[src/rtl/btb_array_if.sv]
// Port bundle for the BTB storage array: fetch lookup, writeback lookup and
// the per-way write controls driven by the BTB update logic.
interface btb_array_if;
  logic [15:0] fetch_pc;
  logic        hit;
  logic        predict_taken;
  logic [15:0] predicted_pc;

  logic [15:0] wb_pc;
  logic [15:0] wb_target;
  logic        wb_hit;
  logic [1:0]  target_mux_sel;
  logic [1:0]  current_pred;
  logic [1:0]  lru;

  logic        pred0_write, pred1_write, pred2_write, pred3_write;
  logic [1:0]  pred_update;
  logic        data0_write, data1_write, data2_write, data3_write;
  logic        tag0_write, tag1_write, tag2_write, tag3_write;
  logic        LRU_write;

  modport slave (
    input  fetch_pc, wb_pc, wb_target, pred_update, LRU_write,
    input  pred0_write, pred1_write, pred2_write, pred3_write,
    input  data0_write, data1_write, data2_write, data3_write,
    input  tag0_write, tag1_write, tag2_write, tag3_write,
    output hit, predict_taken, predicted_pc,
    output wb_hit, target_mux_sel, current_pred, lru
  );

  modport master (
    output fetch_pc, wb_pc, wb_target, pred_update, LRU_write,
    output pred0_write, pred1_write, pred2_write, pred3_write,
    output data0_write, data1_write, data2_write, data3_write,
    output tag0_write, tag1_write, tag2_write, tag3_write,
    input  hit, predict_taken, predicted_pc,
    input  wb_hit, target_mux_sel, current_pred, lru
  );
endinterface

[src/rtl/btb_array.sv]
// 4-way set-associative BTB storage with tree pseudo-LRU per set.
// Both lookups read pre-write contents; writes land on the rising clock edge.
module btb_array #(
  parameter int INDEX_BITS = 3
) (
  input  logic        clk,
  input  logic        reset,
  btb_array_if.slave  bus
);
  localparam int NUM_SETS = 1 << INDEX_BITS;
  localparam int TAG_W    = 15 - INDEX_BITS;

  logic [TAG_W-1:0] r_tag   [NUM_SETS][4];
  logic [15:0]      r_tgt   [NUM_SETS][4];
  logic [1:0]       r_pred  [NUM_SETS][4];
  logic [3:0]       r_valid [NUM_SETS];
  logic [2:0]       r_plru  [NUM_SETS];

  logic [INDEX_BITS-1:0] w_f_idx, w_wb_idx;
  logic [TAG_W-1:0]      w_f_tag, w_wb_tag;
  logic [3:0]            w_f_match, w_wb_match;
  logic [1:0]            w_f_way, w_wb_way;
  logic [1:0]            w_invalid_way, w_plru_way;
  logic [3:0]            w_tag_we, w_data_we, w_pred_we, w_any_we;
  logic [1:0]            w_touch_way;
  logic [2:0]            w_cur_plru;
  logic                  w_unused;

  assign w_f_idx  = bus.fetch_pc[INDEX_BITS:1];
  assign w_f_tag  = bus.fetch_pc[15:INDEX_BITS+1];
  assign w_wb_idx = bus.wb_pc[INDEX_BITS:1];
  assign w_wb_tag = bus.wb_pc[15:INDEX_BITS+1];
  assign w_unused = ^{bus.fetch_pc[0], bus.wb_pc[0]};

  assign w_tag_we  = {bus.tag3_write,  bus.tag2_write,  bus.tag1_write,  bus.tag0_write};
  assign w_data_we = {bus.data3_write, bus.data2_write, bus.data1_write, bus.data0_write};
  assign w_pred_we = {bus.pred3_write, bus.pred2_write, bus.pred1_write, bus.pred0_write};
  assign w_any_we  = w_tag_we | w_data_we | w_pred_we;

  // Descending scans so the lowest-numbered matching way wins.
  always_comb begin
    w_f_match  = '0;
    w_wb_match = '0;
    w_f_way    = 2'd0;
    w_wb_way   = 2'd0;
    for (int w = 0; w < 4; w++) begin
      w_f_match[w]  = r_valid[w_f_idx][w]  && (r_tag[w_f_idx][w]  == w_f_tag);
      w_wb_match[w] = r_valid[w_wb_idx][w] && (r_tag[w_wb_idx][w] == w_wb_tag);
    end
    for (int w = 3; w >= 0; w--) begin
      if (w_f_match[w])  w_f_way  = 2'(w);
      if (w_wb_match[w]) w_wb_way = 2'(w);
    end
  end

  always_comb begin
    bus.hit            = |w_f_match;
    bus.predict_taken  = 1'b0;
    bus.predicted_pc   = 16'h0000;
    if (bus.hit) begin
      bus.predict_taken = r_pred[w_f_idx][w_f_way][1];
      bus.predicted_pc  = r_tgt[w_f_idx][w_f_way];
    end
    bus.wb_hit         = |w_wb_match;
    bus.target_mux_sel = 2'd0;
    bus.current_pred   = 2'b00;
    if (bus.wb_hit) begin
      bus.target_mux_sel = w_wb_way;
      bus.current_pred   = r_pred[w_wb_idx][w_wb_way];
    end
  end

  // Victim: lowest invalid way first, otherwise walk the PLRU tree.
  always_comb begin
    w_cur_plru    = r_plru[w_wb_idx];
    w_invalid_way = 2'd0;
    for (int w = 3; w >= 0; w--) begin
      if (!r_valid[w_wb_idx][w]) w_invalid_way = 2'(w);
    end
    if (w_cur_plru[0]) w_plru_way = w_cur_plru[2] ? 2'd3 : 2'd2;
    else               w_plru_way = w_cur_plru[1] ? 2'd1 : 2'd0;
    bus.lru = (&r_valid[w_wb_idx]) ? w_plru_way : w_invalid_way;
  end

  always_comb begin
    w_touch_way = 2'd0;
    for (int w = 3; w >= 0; w--) begin
      if (w_any_we[w]) w_touch_way = 2'(w);
    end
  end

  always_ff @(posedge clk or posedge reset) begin
    if (reset) begin
      for (int s = 0; s < NUM_SETS; s++) begin
        r_valid[s] <= 4'b0000;
        r_plru[s]  <= 3'b000;
        for (int w = 0; w < 4; w++) begin
          r_tag[s][w]  <= '0;
          r_tgt[s][w]  <= 16'h0000;
          r_pred[s][w] <= 2'b00;
        end
      end
    end else begin
      for (int w = 0; w < 4; w++) begin
        // An install always seeds the predictor from pred_update.
        if (w_tag_we[w]) begin
          r_tag[w_wb_idx][w]   <= w_wb_tag;
          r_valid[w_wb_idx][w] <= 1'b1;
          r_pred[w_wb_idx][w]  <= bus.pred_update;
        end else if (w_pred_we[w]) begin
          r_pred[w_wb_idx][w]  <= bus.pred_update;
        end
        if (w_data_we[w]) r_tgt[w_wb_idx][w] <= bus.wb_target;
      end
      if (bus.LRU_write && (|w_any_we)) begin
        case (w_touch_way)
          2'd0: begin r_plru[w_wb_idx][0] <= 1'b1; r_plru[w_wb_idx][1] <= 1'b1; end
          2'd1: begin r_plru[w_wb_idx][0] <= 1'b1; r_plru[w_wb_idx][1] <= 1'b0; end
          2'd2: begin r_plru[w_wb_idx][0] <= 1'b0; r_plru[w_wb_idx][2] <= 1'b1; end
          default: begin r_plru[w_wb_idx][0] <= 1'b0; r_plru[w_wb_idx][2] <= 1'b0; end
        endcase
      end
    end
  end
endmodule
[src/flat_wrapper.sv]
// flat-port wrapper written by rule: the top's interface ports become plain ports
module btb_array_flat 
#(
  parameter int INDEX_BITS = 3
)
  (clk, reset, bus_fetch_pc, bus_wb_pc, bus_wb_target, bus_pred_update, bus_LRU_write, bus_pred0_write, bus_pred1_write, bus_pred2_write, bus_pred3_write, bus_data0_write, bus_data1_write, bus_data2_write, bus_data3_write, bus_tag0_write, bus_tag1_write, bus_tag2_write, bus_tag3_write, bus_hit, bus_predict_taken, bus_predicted_pc, bus_wb_hit, bus_target_mux_sel, bus_current_pred, bus_lru);
  btb_array_if bus_i ();
  input  logic clk;
  input  logic reset;
  input wire logic [$bits(bus_i.fetch_pc)-1:0] bus_fetch_pc;
  input wire logic [$bits(bus_i.wb_pc)-1:0] bus_wb_pc;
  input wire logic [$bits(bus_i.wb_target)-1:0] bus_wb_target;
  input wire logic [$bits(bus_i.pred_update)-1:0] bus_pred_update;
  input wire logic [$bits(bus_i.LRU_write)-1:0] bus_LRU_write;
  input wire logic [$bits(bus_i.pred0_write)-1:0] bus_pred0_write;
  input wire logic [$bits(bus_i.pred1_write)-1:0] bus_pred1_write;
  input wire logic [$bits(bus_i.pred2_write)-1:0] bus_pred2_write;
  input wire logic [$bits(bus_i.pred3_write)-1:0] bus_pred3_write;
  input wire logic [$bits(bus_i.data0_write)-1:0] bus_data0_write;
  input wire logic [$bits(bus_i.data1_write)-1:0] bus_data1_write;
  input wire logic [$bits(bus_i.data2_write)-1:0] bus_data2_write;
  input wire logic [$bits(bus_i.data3_write)-1:0] bus_data3_write;
  input wire logic [$bits(bus_i.tag0_write)-1:0] bus_tag0_write;
  input wire logic [$bits(bus_i.tag1_write)-1:0] bus_tag1_write;
  input wire logic [$bits(bus_i.tag2_write)-1:0] bus_tag2_write;
  input wire logic [$bits(bus_i.tag3_write)-1:0] bus_tag3_write;
  output wire logic [$bits(bus_i.hit)-1:0] bus_hit;
  output wire logic [$bits(bus_i.predict_taken)-1:0] bus_predict_taken;
  output wire logic [$bits(bus_i.predicted_pc)-1:0] bus_predicted_pc;
  output wire logic [$bits(bus_i.wb_hit)-1:0] bus_wb_hit;
  output wire logic [$bits(bus_i.target_mux_sel)-1:0] bus_target_mux_sel;
  output wire logic [$bits(bus_i.current_pred)-1:0] bus_current_pred;
  output wire logic [$bits(bus_i.lru)-1:0] bus_lru;
  assign bus_i.fetch_pc = bus_fetch_pc;
  assign bus_i.wb_pc = bus_wb_pc;
  assign bus_i.wb_target = bus_wb_target;
  assign bus_i.pred_update = bus_pred_update;
  assign bus_i.LRU_write = bus_LRU_write;
  assign bus_i.pred0_write = bus_pred0_write;
  assign bus_i.pred1_write = bus_pred1_write;
  assign bus_i.pred2_write = bus_pred2_write;
  assign bus_i.pred3_write = bus_pred3_write;
  assign bus_i.data0_write = bus_data0_write;
  assign bus_i.data1_write = bus_data1_write;
  assign bus_i.data2_write = bus_data2_write;
  assign bus_i.data3_write = bus_data3_write;
  assign bus_i.tag0_write = bus_tag0_write;
  assign bus_i.tag1_write = bus_tag1_write;
  assign bus_i.tag2_write = bus_tag2_write;
  assign bus_i.tag3_write = bus_tag3_write;
  assign bus_hit = bus_i.hit;
  assign bus_predict_taken = bus_i.predict_taken;
  assign bus_predicted_pc = bus_i.predicted_pc;
  assign bus_wb_hit = bus_i.wb_hit;
  assign bus_target_mux_sel = bus_i.target_mux_sel;
  assign bus_current_pred = bus_i.current_pred;
  assign bus_lru = bus_i.lru;
  btb_array #(.INDEX_BITS(INDEX_BITS)) u_core (.clk(clk), .reset(reset), .bus(bus_i));
endmodule
[config.mk]
export PLATFORM = sky130hd
export DESIGN_NAME = btb_array_flat
export DESIGN_NICKNAME = d
export VERILOG_FILES = /design/src/rtl/btb_array_if.sv /design/src/rtl/btb_array.sv /design/src/flat_wrapper.sv
export SDC_FILE = /design/constraint.sdc
export NUM_CORES = 2
export LEC_CHECK = 0
export ABC_CLOCK_PERIOD_IN_PS = 57200
export BUFFER_PORTS_ARGS = -buffer_cell sky130_fd_sc_hd__buf_4
export CORE_MARGIN = 2
export CORE_UTILIZATION = 45
export CTS_BUF_LIST = sky130_fd_sc_hd__clkbuf_4
export DETAILED_ROUTE_END_ITERATION = 7
export SYNTH_ARGS = -nofsm -noshare
export SYNTH_HDL_FRONTEND = slang
export SYNTH_SLANG_ARGS = --single-unit
[constraint.sdc]
create_clock -name clk -period 57.2 [get_ports clk]
set_clock_uncertainty 0.1 [all_clocks]
set_input_delay 2.86 -clock clk [delete_from_list [all_inputs] [get_ports clk]]
set_output_delay 2.86 -clock clk [all_outputs]
set_load 0.01 [all_outputs]
# Word-level counts from Yosys, hierarchy flattened
# Index checks and enable logic that the tools add are counted.
# word_totals
ff_bits	1016
inputBits	65
out_inout_bits	25
elab_cells	289
# classes
n_lt_le_gt_ge	5
eq_ne	10
muxes	128
n_bitwise	19
n_reduce_logical	15
# ops
op	n
$bwmux W512	4
$mux W512	4
$bwmux W384	4
$mux W384	4
$demux W64 S3	4
$mux W64	11
$demux W48 S3	4
$bmux W48 S3	2
$mux W48	6
$bwmux W64	4
$bmux W64 S3	1
$mux W32	5
$or A32 B32 Y32	4
$demux W8 S3	4
$eq A12 B12 Y1	8
$and A24 B24 Y24	3
$not A24 Y24	3
$or A24 B24 Y24	3
$pmux W24 S3	1
$mux W16	4
$mux W2	27
$bmux W8 S3	2
$demux W4 S3	4
$mux W8	5
other kinds (24)	56

# Longest topological paths before layout
# depth
word_depth	17
ltp_mapped	16
depth_no_buf	9

# Worst setup path before layout
# OpenSTA, ideal clock, no wires.
# synth_path
path_kind	input port to output port
startpoint	input port bus_wb_pc[3]
endpoint	output port bus_current_pred[1]
arrival_time_ps	5663
t_required_ps	54240
setup_slack_ps	48577
path_stages	11
cell_sequence	buf_6 clkbuf_1 mux4_2 mux2i_1 xor2_1 nand4_1 nor4_2 nand4_2 or4_1 a32o_1 a211oi_1
# synth_between
elab_chain_cells	15
word_cells_on_any_way	28
# synth_rtl
item	line	source
start: declaration	flat_wrapper.sv:11	input wire logic [$bits(bus_i.wb_pc)-1:0] bus_wb_pc;
$not A3 Y4 (implied by the code) *	btb_array.sv:48, btb_array.sv:69	
$bmux W48 S3	btb_array.sv:48	w_wb_match[w] = r_valid[w_wb_idx][w] && (r_tag[w_wb_idx][w] == w_wb_tag);
$mux W48 (implied by the code) (2 in a row)	btb_array.sv:48	
$eq A12 B12 Y1	btb_array.sv:48	
$logic_and A1 B1 Y1	btb_array.sv:48	
$mux W2 (4 in a row)	btb_array.sv:52	if (w_wb_match[w]) w_wb_way = 2'(w);
$not A2 Y3 (implied by the code)	btb_array.sv:69	bus.current_pred = r_pred[w_wb_idx][w_wb_way];
$bmux W2 S2	btb_array.sv:69	
$mux W2 (implied by the code) (2 in a row)	btb_array.sv:69	
$mux W2 *	btb_array.sv:67	if (bus.wb_hit) begin
end: declaration	flat_wrapper.sv:32	output wire logic [$bits(bus_i.current_pred)-1:0] bus_current_pred;
# Mark *: on every way between the ends. The rest lies on a longest branch, timed or not. The select of a mux whose other input is x is not followed.

# Final worst setup path
# layout_path
startpoint	input port bus_fetch_pc[1]
endpoint	output port bus_predicted_pc[12]
# layout_between
elab_chain_cells	15
word_cells_on_any_way	28
# layout_rtl
item	line	source
start: declaration	flat_wrapper.sv:10	input wire logic [$bits(bus_i.fetch_pc)-1:0] bus_fetch_pc;
$not A3 Y4 (implied by the code) *	btb_array.sv:47, btb_array.sv:62	
$bmux W48 S3	btb_array.sv:47	w_f_match[w] = r_valid[w_f_idx][w] && (r_tag[w_f_idx][w] == w_f_tag);
$mux W48 (implied by the code) (2 in a row)	btb_array.sv:47	
$eq A12 B12 Y1	btb_array.sv:47	
$logic_and A1 B1 Y1	btb_array.sv:47	
$mux W2 (4 in a row)	btb_array.sv:51	if (w_f_match[w]) w_f_way = 2'(w);
$not A2 Y3 (implied by the code)	btb_array.sv:62	bus.predicted_pc = r_tgt[w_f_idx][w_f_way];
$bmux W16 S2	btb_array.sv:62	
$mux W16 (implied by the code) (2 in a row)	btb_array.sv:62	
$mux W16 *	btb_array.sv:60	if (bus.hit) begin
end: declaration	flat_wrapper.sv:29	output wire logic [$bits(bus_i.predicted_pc)-1:0] bus_predicted_pc;
# Marks and branches as above.

==> flow_summary.json <==
{
  "status": "completed",
  "ys_seq_area_frac": 0.501,
  "slew_headroom": 0.149,
  "drc_errors": 0,
  "fp.dieW_um": 340,
  "r2r_slack_ps": 56280,
  "ys.flop_type": "dfrtp_1",
  "grt_max_degree": 132,
  "root_buffer": "clkbuf_4",
  "cts_max_path_buffers": 4,
  "initial_utilization": 0.452,
  "fmax_mhz": 86.3,
  "yosysUniqueCellTypes": 60,
  "rr_startpoint": "u_core.r_valid[27]$_DFFE_PP0P_",
  "post-cts-setup-buffer-count": 0,
  "critPathKind": "in2out",
  "chipHeight_um": 340,
  "synth_edf_count": 0,
  "core_sq_um": 112000,
  "io_pins": 90,
  "synth_nets": 3574,
  "syn_area_sq_um": 50700,
  "rsz0062_at_grt": "false",
  "port_buffers": 87,
  "cts_sinks": 1016,
  "cts_buffers": 297,
  "path_clk_slew_ps": 60,
  "path_buf_inv": 5,
  "drive_gt1_frac": 0.509,
  "cap_violations": 0,
  "grt_pass1_wl_um": 216000,
  "synthToLayoutAreaGrowth_pct": 9.87,
  "globalplace.congestion": 0.801,
  "cellPowerDensity_nw_per_um2": 36.7,
  "die-area_sq_um": 115000,
  "layout_min_cycle_time_ps": 11590,
  "cpMaxStageDelayCell": "buf_4",
  "h-tree-depth": 5,
  "drt_iter0_drc": 1824,
  "hold_ws_ps": 390,
  "path_delay_family": "buffers and inverters",
  "avgSynthCellArea_sq_um": 14.5,
  "clock_latency_ps": 1230,
  "setup_viol": 0,
  "crit_fanout": 62,
  "tritoncts": "built",
  "worstHoldPathCells": 1,
  "ys_warn_count": 0,
  "hold_end": "u_core.r_valid[18]$_DFFE_PP0P_",
  "dpl-instance-area_sq_um": 52100,
  "dp_hpwl_um": 86200,
  "postSynthCellCount": 3509,
  "worstHoldStart": "u_core.r_valid[18]$_DFFE_PP0P_",
  "worst-r2r-cell-count": 1,
  "crit_arrival_ps": 8630,
  "num-nets-final": 3654,
  "cts_hold_buf": 0,
  "end_kind": "output port",
  "grt_pass1_vias": 35300,
  "tightestPinTransition_ps": 1260,
  "ir_worst_vdd_uv": 17.7,
  "gr-usage-all-layers": 0.247,
  "setup_tns_ps": 0,
  "ys_ff_latch": 1016,
  "required_ps": 54240,
  "cpMostUsedCell": "buf_4",
  "ctsResizeCount": 0,
  "fin_area_sq_um": 55700,
  "period_share": 0.203,
  "slew_viol_final": 0,
  "vias_per_cell": 6.04,
  "setup_ws_ps": 45610,
  "slowest_delay_ps": 920,
  "vias": 31900,
  "hp-class": "reg2reg",
  "first_pass_iters": 7,
  "finalHoldViolations": 0,
  "grt_remaining_overflow": 0,
  "antenna_found_initial": 5,
  "crit_path_cell_trace": "buf_8 > buf_4 > buf_4 > mux4_2 > mux2i_1 > xnor2_1 > nor4_1 > o2bb2a_1 > nor2_1 > buf_4 > o21ai_0 > o221ai_1 > buf_4",
  "start_kind": "input port",
  "p_leak_nw": 23.3,
  "dpl_worst_slack_ps": 45500,
  "detail_route.wirelength_um": 141000,
  "async_flop_share": 1.00,
  "wl_per_cell_um": 26.8,
  "ant_nets": 0,
  "fp-row-count": 123,
  "r2r_end": "u_core.r_valid[27]$_DFFE_PP0P_"
}
[state kept, by name, indices dropped and copies added (netlist names)]
name	cells
u_core.r_tag	384
u_core.r_plru	24
u_core.r_tgt	512
u_core.r_valid	32
u_core.r_pred	64
[cells in the final DEF (no fill, tap or decap), drive strengths merged, types with 14 or more instances in the layout]
cell and count:
dfrtp 1016, mux2 1006, clkbuf 439, mux4 293, mux2i 148, buf 137, nand2 114, xnor2 66
nor2 62, nand2b 52, o21ai 43, a221oi 34, and3 32, xor2 31, a21oi 30, o22ai 29
clkinv 28, o221ai 21, or2 18, nor3 17, a21boi 17, a22oi 15, nor4 14
[layer usage]
layer / routed length, um / track usage
met1: 58500 / 0.313
met5: 11 / 0
met4: 5660 / 0.116
met2: 70400 / 0.413
met3: 6840 / 0.0427
[stage by stage]
step,utilization,power [W],std cells
floorplan,-,0.00128,3509
global placement,0.465,0.00135,4790
detailed placement,0.465,0.00138,4790
CTS,0.497,0.00207,5267
global route,0.497,0.00216,5272
finish,0.497,0.00204,5274
[synthesized netlist by cell type (all sizes together) (15+ instances only)]
master | instances | share of area
dfrtp | 1016 | 0.50
mux2 | 1006 | 0.22
mux4 | 293 | 0.13
clkbuf | 202 | 0.015
buf | 155 | 0.016
mux2i | 148 | 0.029
nand2 | 114 | 0.0084
xnor2 | 66 | 0.011
nor2 | 62 | 0.0046
nand2b | 52 | 0.0064
o21ai | 43 | 0.0042
a221oi | 34 | 0.0059
and3 | 32 | 0.0039
xor2 | 31 | 0.0054
a21oi | 30 | 0.0030
o22ai | 29 | 0.0036
o221ai | 21 | 0.0036
or2 | 18 | 0.0022
a21boi | 17 | 0.0025
nor3 | 17 | 0.0018
a22oi | 15 | 0.0022
[power by group]
group | switching, W | internal [W] | total [W] | leakage [nW]
Clock | 0.000304 | 0.000372 | 0.000677 | 2.17
Sequential | 0.0000931 | 0.000872 | 0.000966 | 12.1
Combinational | 0.000163 | 0.000239 | 0.000402 | 9.05
[logic make-up (layout without fill, tap and decap cells)]
group           count (synthesis)  count (layout)  synth area share
buf+inv                       364             622            0.0318
simple gates                  355             355            0.0355
other cells                     0               7                 0
xor+xnor                       97              97            0.0167
flops                        1016            1016             0.501
compound gates                230             230            0.0323
mux                          1447            1447             0.383
[final cells by class]
type	instances	area (sq um)
diodes	7	17.5
clock buffers	438	3290
clock inverters	39	308
fillers	9641	56500
inverters	7	33.8
multi-input cells	2129	23700
flip-flops and latches	1016	25400
well taps	1500	1880
repair buffers	138	1060
[worst max path at each step]
stage	startpoint	end	slack, ps	depth (start not counted)
after CTS	bus_fetch_pc[1]	bus_predicted_pc[12]	45490	13
after global placement	bus_fetch_pc[1]	bus_predicted_pc[12]	45550	13
after detailed placement	bus_fetch_pc[1]	bus_predicted_pc[12]	45500	13
after floorplan	reset	u_core.r_plru[0]$_DFFE_PP0P_	25650	1
after global routing	bus_fetch_pc[1]	bus_predicted_pc[12]	45350	13
final	bus_fetch_pc[1]	bus_predicted_pc[12]	45610	13
No activity file was read; power rests on OpenSTA's default activity.
